<file path="src/rtl/srio_swrite_filter.sv">
// rtl/srio_swrite_filter.sv - forwards well-formed SWRITE packets and counts pass/drop/length errors.
// Optional address window check enabled by defining SRIO_FILTER_ADDR_EN.
module srio_swrite_filter #(
  parameter int          CNT_W     = 32,
  parameter logic [33:0] ADDR_BASE = 34'h0,
  parameter logic [33:0] ADDR_MASK = 34'h0
) (
  input  logic             AXIS_ACLK,
  input  logic             AXIS_ARESET,
  input  logic [63:0]      S_AXIS_TDATA,
  input  logic             S_AXIS_TVALID,
  input  logic             S_AXIS_TLAST,
  output logic             S_AXIS_TREADY,
  output logic [63:0]      M_AXIS_TDATA,
  output logic             M_AXIS_TVALID,
  output logic             M_AXIS_TLAST,
  input  logic             M_AXIS_TREADY,
  input  logic             clr_cnt,
  output logic [CNT_W-1:0] cnt_pass,
  output logic [CNT_W-1:0] cnt_drop,
  output logic [CNT_W-1:0] cnt_len_err
`ifdef SRIO_FILTER_ADDR_EN
  ,
  output logic [CNT_W-1:0] cnt_addr_miss
`endif
);

  typedef enum logic [1:0] {HDR, PASS, DROP} state_t;

  state_t     state;
  logic [5:0] beat_cnt;
  logic [5:0] exp_beats;
  logic [5:0] beat_cnt_nxt;
  logic       accept;
  logic       is_swrite;
  logic       addr_ok;
  logic       load;
  logic       inc_pass;
  logic       inc_len;
  logic       inc_drop;

`ifdef SRIO_FILTER_ADDR_EN
  logic inc_miss;
  assign addr_ok  = ((S_AXIS_TDATA[33:0] ^ ADDR_BASE) & ADDR_MASK) == 34'h0;
  assign inc_miss = accept && (state == HDR) && is_swrite && !addr_ok && !S_AXIS_TLAST;
`else
  assign addr_ok = 1'b1;
`endif

  // DROP never touches the slice, so it can sink beats unconditionally.
  assign S_AXIS_TREADY = (state == DROP) || !M_AXIS_TVALID || M_AXIS_TREADY;
  assign accept        = S_AXIS_TVALID && S_AXIS_TREADY;
  assign is_swrite     = S_AXIS_TDATA[55:52] == 4'h6;
  assign beat_cnt_nxt  = (beat_cnt == 6'd63) ? 6'd63 : beat_cnt + 6'd1;

  assign load     = accept && ((state == PASS) ||
                    ((state == HDR) && is_swrite && addr_ok && !S_AXIS_TLAST));
  assign inc_pass = accept && (state == PASS) && S_AXIS_TLAST;
  assign inc_len  = inc_pass && (beat_cnt_nxt != exp_beats);
  assign inc_drop = accept && (state == HDR) && (S_AXIS_TLAST || !(is_swrite && addr_ok));

  function automatic logic [CNT_W-1:0] bump(input logic [CNT_W-1:0] c,
                                             input logic inc, input logic clr);
    if (clr) return '0;
    if (inc && (c != '1)) return c + CNT_W'(1);
    return c;
  endfunction

  always_ff @(posedge AXIS_ACLK) begin
    if (AXIS_ARESET) begin
      state         <= HDR;
      beat_cnt      <= 6'd0;
      exp_beats     <= 6'd0;
      M_AXIS_TVALID <= 1'b0;
      M_AXIS_TDATA  <= 64'h0;
      M_AXIS_TLAST  <= 1'b0;
      cnt_pass      <= '0;
      cnt_drop      <= '0;
      cnt_len_err   <= '0;
`ifdef SRIO_FILTER_ADDR_EN
      cnt_addr_miss <= '0;
`endif
    end else begin
      if (load) begin
        M_AXIS_TVALID <= 1'b1;
        M_AXIS_TDATA  <= S_AXIS_TDATA;
        M_AXIS_TLAST  <= S_AXIS_TLAST;
      end else if (M_AXIS_TREADY) begin
        M_AXIS_TVALID <= 1'b0;
      end

      if (accept) begin
        case (state)
          HDR: begin
            if (!S_AXIS_TLAST) begin
              if (is_swrite && addr_ok) begin
                exp_beats <= {1'b0, S_AXIS_TDATA[44:40]} + 6'd1;
                beat_cnt  <= 6'd0;
                state     <= PASS;
              end else begin
                state <= DROP;
              end
            end
          end
          PASS: begin
            beat_cnt <= beat_cnt_nxt;
            if (S_AXIS_TLAST) state <= HDR;
          end
          default: begin
            if (S_AXIS_TLAST) state <= HDR;
          end
        endcase
      end

      cnt_pass    <= bump(cnt_pass, inc_pass, clr_cnt);
      cnt_drop    <= bump(cnt_drop, inc_drop, clr_cnt);
      cnt_len_err <= bump(cnt_len_err, inc_len, clr_cnt);
`ifdef SRIO_FILTER_ADDR_EN
      cnt_addr_miss <= bump(cnt_addr_miss, inc_miss, clr_cnt);
`endif
    end
  end

endmodule
</file>
<file path="config.mk">
export PLATFORM = sky130hd
export DESIGN_NAME = srio_swrite_filter
export DESIGN_NICKNAME = d
export VERILOG_FILES = /design/src/rtl/srio_swrite_filter.sv
export SDC_FILE = /design/constraint.sdc
export NUM_CORES = 1
export LEC_CHECK = 0
export BUFFER_PORTS_ARGS = -buffer_cell sky130_fd_sc_hd__clkbuf_2
export CAP_MARGIN = 20
export CORE_UTILIZATION = 41
export DETAILED_ROUTE_END_ITERATION = 8
export GPL_TIMING_DRIVEN = 0
export PLACE_DENSITY_LB_ADDON = 0.1
export REMOVE_ABC_BUFFERS = 1
export SYNTH_ARGS = -nofsm -noshare
export SYNTH_HDL_FRONTEND = slang
export SYNTH_SLANG_ARGS = --single-unit
</file>
<file path="constraint.sdc">
create_clock -name AXIS_ACLK -period 2.38 [get_ports AXIS_ACLK]
set_input_delay 0.119 -clock AXIS_ACLK [delete_from_list [all_inputs] [get_ports AXIS_ACLK]]
set_output_delay 0.119 -clock AXIS_ACLK [all_outputs]
set_load 0.01 [all_outputs]
</file>
==> results.sh <==
export IMPL_finalWorstPathRequiredPeriod_ns=2.34
export IMPL_synth_async_reset_ratio=0
export IMPL_gr_max_usage_layer="met2"
export IMPL_timing_worst_setup_path_type="reg2reg"
export IMPL_final_setup_viol_count=0
export IMPL_multi_input_comb_area_mm2=0.00453
export IMPL_antenna_violations_before_repair=0
export IMPL_hold_viol_final=0
export IMPL_final_nets=1357
export IMPL_finalMaxSlewViolations=0
export IMPL_worst_hold_path_type="in2reg"
export IMPL_status="finished, final reports clean"
export IMPL_antenna_violating_nets_post_route=0
export IMPL_netlist_area_leader_share=0.433
export IMPL_rsz_0062_raised_after_global_routing="yes"
export IMPL_dr_pass1_iters=5
export IMPL_globalplace_congestion=0.774
export IMPL_post_route_drc_count=0
export IMPL_fin_skew_ns=0.0185
export IMPL_worstSkewPairLatency_ns=0.43
export IMPL_post_synth_instance_area_mm2=0.00814
export IMPL_count_of_vias_placed_by_the_detailed_router=8099
export IMPL_synthDominantAreaCellType="sky130_fd_sc_hd__dfxtp_1"
export IMPL_globalRoute_totalOverflow=0
export IMPL_timing_worst_slew_pin_value_ns=1.04
export IMPL_area_growth_synth_to_final_pct=36.7
export IMPL_cts_root_buf="sky130_fd_sc_hd__clkbuf_16"
export IMPL_insertedDiodeCount=0
export IMPL_critical_path_startpoint_type="register"
export IMPL_portBuffers=232
export IMPL_yosysMostFrequentCell="sky130_fd_sc_hd__nand2_1"
export IMPL_synth_top_cells_by_count="sky130_fd_sc_hd__nand2_1, sky130_fd_sc_hd__dfxtp_1, sky130_fd_sc_hd__a21oi_1, sky130_fd_sc_hd__nor2_1, sky130_fd_sc_hd__xnor2_1"
export IMPL_worstHoldStart="S_AXIS_TVALID"
export IMPL_core_mm2=0.0195
export IMPL_timing_final_crit_share=0.983
export IMPL_arithmetic_cell_share_of_the_synthesized_area_counting_full_adders_half_adders_and_majority_gates=0.00922
export IMPL_pwr_density_cell_mw_per_mm2=555
export IMPL_num_fill_cells=1819
export IMPL_layout_drive_gt1_share=0.264
export IMPL_detailed_place_hpwl_mm=14.8
export IMPL_muxShareOfSynthArea=0.0172
export IMPL_worstReg2RegStart="beat_cnt[1]"
export IMPL_synth_edff_count=0
export IMPL_start_util=0.418
export IMPL_synth_compound_gate_area_share=0.121
export IMPL_postSynthCellCount=1002
export IMPL_global_route_usage_met1=0.289
export IMPL_chip_height_um=143
export IMPL_synthSimpleGateAreaFrac=0.321
export IMPL_grt_use_total=0.212
export IMPL_grt_util_met2=0.333
export IMPL_h_tree_lvl_count=4
export IMPL_leakagePower_nw=4.17
export IMPL_grt_start_max_net_pins=50
export IMPL_ys_warn_count=0
export IMPL_io_pins=233
export IMPL_routed_wire_length_per_instance_um=14.5
export IMPL_detail_route_vias_per_cell=5.19
export IMPL_dominant_combinational_cell_family_by_area_after_synthesis="simple AND/OR/NAND/NOR gates"
export IMPL_cts_reportedPaths_clkPinSlew_ns=0.08
export IMPL_yosys_most_used_dff="sky130_fd_sc_hd__dfxtp_1"
export IMPL_crit_arrival_ns=2.71
export IMPL_synth_cell_types=59
export IMPL_die_w_um=143
export IMPL_worst_r2r_setup_slack_ns=0.04
export IMPL_met3_resource_use_gr=0.0376
export IMPL_worst_slew_margin_rel=0.304
export IMPL_drv_cap=0
export IMPL_timing_critical_path_fanout_max=16
export IMPL_synth_ff_latch_count=176
export IMPL_max_clock_freq_ghz=0.427
export IMPL_placement_rows=51
export IMPL_vdd_ir_drop_max_v=0.000466
export IMPL_mean_post_synth_cell_area_um2=8.12
export IMPL_dr_first_iter_drc_count=394
export IMPL_grt_first_pass_wirelength_mm=34.7
export IMPL_part_of_the_yosys_area_used_for_sequential_elements=0.433
export IMPL_clock_sink_count=176
export IMPL_synth_area_leaders="sky130_fd_sc_hd__dfxtp_1, sky130_fd_sc_hd__nand2_1, sky130_fd_sc_hd__a21oi_1"
export IMPL_worst_setup_path_start="beat_cnt[1]"
export IMPL_finalWirelength_mm=22.6
export IMPL_critPathRequiredTime_ns=2.75
export IMPL_tritoncts_num_buffers=17
export IMPL_cts_tree="done"
export IMPL_first_global_vias=6920
export IMPL_register_area_mm2=0.00354
export IMPL_timing_hold_ws_ns=0.0950
export IMPL_post_layout_total_power_mw=6.17
export IMPL_clockBufferDepth=2
export IMPL_post_synth_xor_area_fraction=0.0581
export IMPL_cp_end_kind="register"
export IMPL_fp_dieArea_mm2=0.0204
path summary, 6_finish.rpt:
| check | cells past startpoint | end |
|---|---|---|
| worst max-delay path | 8 | cnt_len_err[28] |
| worst max register to register | 8 | cnt_len_err[28] |
| worst min register to register | 2 | M_AXIS_TDATA[58] |
| worst min-delay path | 4 | state[0] |
worst max-delay path, stage by stage, from the launching register on:
cell	delay, ns
sky130_fd_sc_hd__dfxtp_4	0.37
sky130_fd_sc_hd__ha_4	0.18
sky130_fd_sc_hd__or4_1	0.51
sky130_fd_sc_hd__o211ai_1	0.17
sky130_fd_sc_hd__nor4_4	0.09
sky130_fd_sc_hd__buf_8	0.14
sky130_fd_sc_hd__buf_6	0.14
sky130_fd_sc_hd__or4_1	0.51
sky130_fd_sc_hd__a21oi_1	0.16
metal layers:
layer / share of wire / wire length [um]
met1: 0.47 / 10500
met2: 0.48 / 10800
met3: 0.038 / 851
met4: 0.017 / 393
met5: 0 / 0
stage by stage:
stage / TNS (ns) / cell area (um^2) / worst slack, ns / utilization / std cells
2_1_floorplan: -60.55 / 7860 / -0.703 / - / 943
3_3_place_gp: -255.98 / 9350 / -2.51 / 0.480 / 1440
3_5_place_dp: -15.48 / 9520 / -0.654 / 0.489 / 1450
4_1_cts: -0.0903 / 10900 / -0.0903 / 0.560 / 1551
5_1_grt: -0.0498 / 11100 / -0.0368 / 0.572 / 1559
6_report: 0 / 11100 / 0.0402 / 0.572 / 1559
report_power, final:
group	internal (mW)	switching (mW)
combinational	0.173	0.179
clock	1.53	1.32
sequential	2.95	0.0118
total	4.66	1.52
what timing repair did:
item | 4_1_cts | 5_1_grt
buffers inserted | 5 | 6
resized for setup | 20 | 34
pin swaps | 5 | 17
endpoints found under the hold margin | 64 | 0
endpoints found under the setup margin | 74 | 101
hold buffers | 64 | 0
gates cloned | 1 | 2
cell usage in the layout, fill, tap and decap left out, types with 4 or more instances in the layout:
cell type                       Yosys  routed
sky130_fd_sc_hd__a31oi_1            7       7
sky130_fd_sc_hd__buf_4              3       7
sky130_fd_sc_hd__dfxtp_4            0       4
sky130_fd_sc_hd__ha_1               6       4
sky130_fd_sc_hd__nand2_1          196     196
sky130_fd_sc_hd__dfxtp_2            0       5
sky130_fd_sc_hd__or4_1             23      20
sky130_fd_sc_hd__clkbuf_16          0      17
sky130_fd_sc_hd__nor4b_1            8       7
sky130_fd_sc_hd__dlygate4sd3_1      0      64
sky130_fd_sc_hd__buf_12             0       7
sky130_fd_sc_hd__inv_6              0       4
sky130_fd_sc_hd__xnor2_1           49      48
sky130_fd_sc_hd__o31ai_1           19      19
sky130_fd_sc_hd__dfxtp_1          176     167
sky130_fd_sc_hd__nand4_1           19      19
sky130_fd_sc_hd__a21oi_1          110     107
sky130_fd_sc_hd__inv_1             12      12
sky130_fd_sc_hd__nand3_1           38      37
sky130_fd_sc_hd__nor2_1            83      81
sky130_fd_sc_hd__nand2_8            0       4
sky130_fd_sc_hd__xor2_1             5       5
sky130_fd_sc_hd__mux2i_1           14      14
sky130_fd_sc_hd__or4_4              1       4
sky130_fd_sc_hd__nor3b_1            9       8
sky130_fd_sc_hd__and2_1             7       6
sky130_fd_sc_hd__inv_8              0       5
sky130_fd_sc_hd__o21ai_0           10      10
sky130_fd_sc_hd__buf_6              2       4
sky130_fd_sc_hd__and4_1            17      15
sky130_fd_sc_hd__or3_1             17      17
sky130_fd_sc_hd__nor3_1            33      31
sky130_fd_sc_hd__nor4_1            13      12
sky130_fd_sc_hd__clkbuf_2           0     231
sky130_fd_sc_hd__and3_1            17      17
sequential cells by signal, summed over array words and instances (netlist names):
register and flops:
cnt_pass 32, M_AXIS_TVALID 1, exp_beats 6, beat_cnt 6, M_AXIS_TDATA 64, cnt_drop 32
M_AXIS_TLAST 1, cnt_len_err 32, state 2
kinds of logic (layout without fill, tap and decap cells):
logic type      after synthesis  count (layout)
compound gates              170             170
xor+xnor                     54              54
fa+ha+maj                     6               6
buf+inv                      72             361
flops                       176             176
mux                          14              14
simple gates                510             513
final cells by class:
cell class                 instances  share of cell area
clock buffer                      18              0.0395
clock inverter                    14              0.0145
inverter                          13             0.00438
multi-input combinational        757               0.407
sequential                       176               0.318
tap                              265              0.0298
timing repair buffer             316               0.186
No activity file was read; power rests on OpenSTA's default activity.
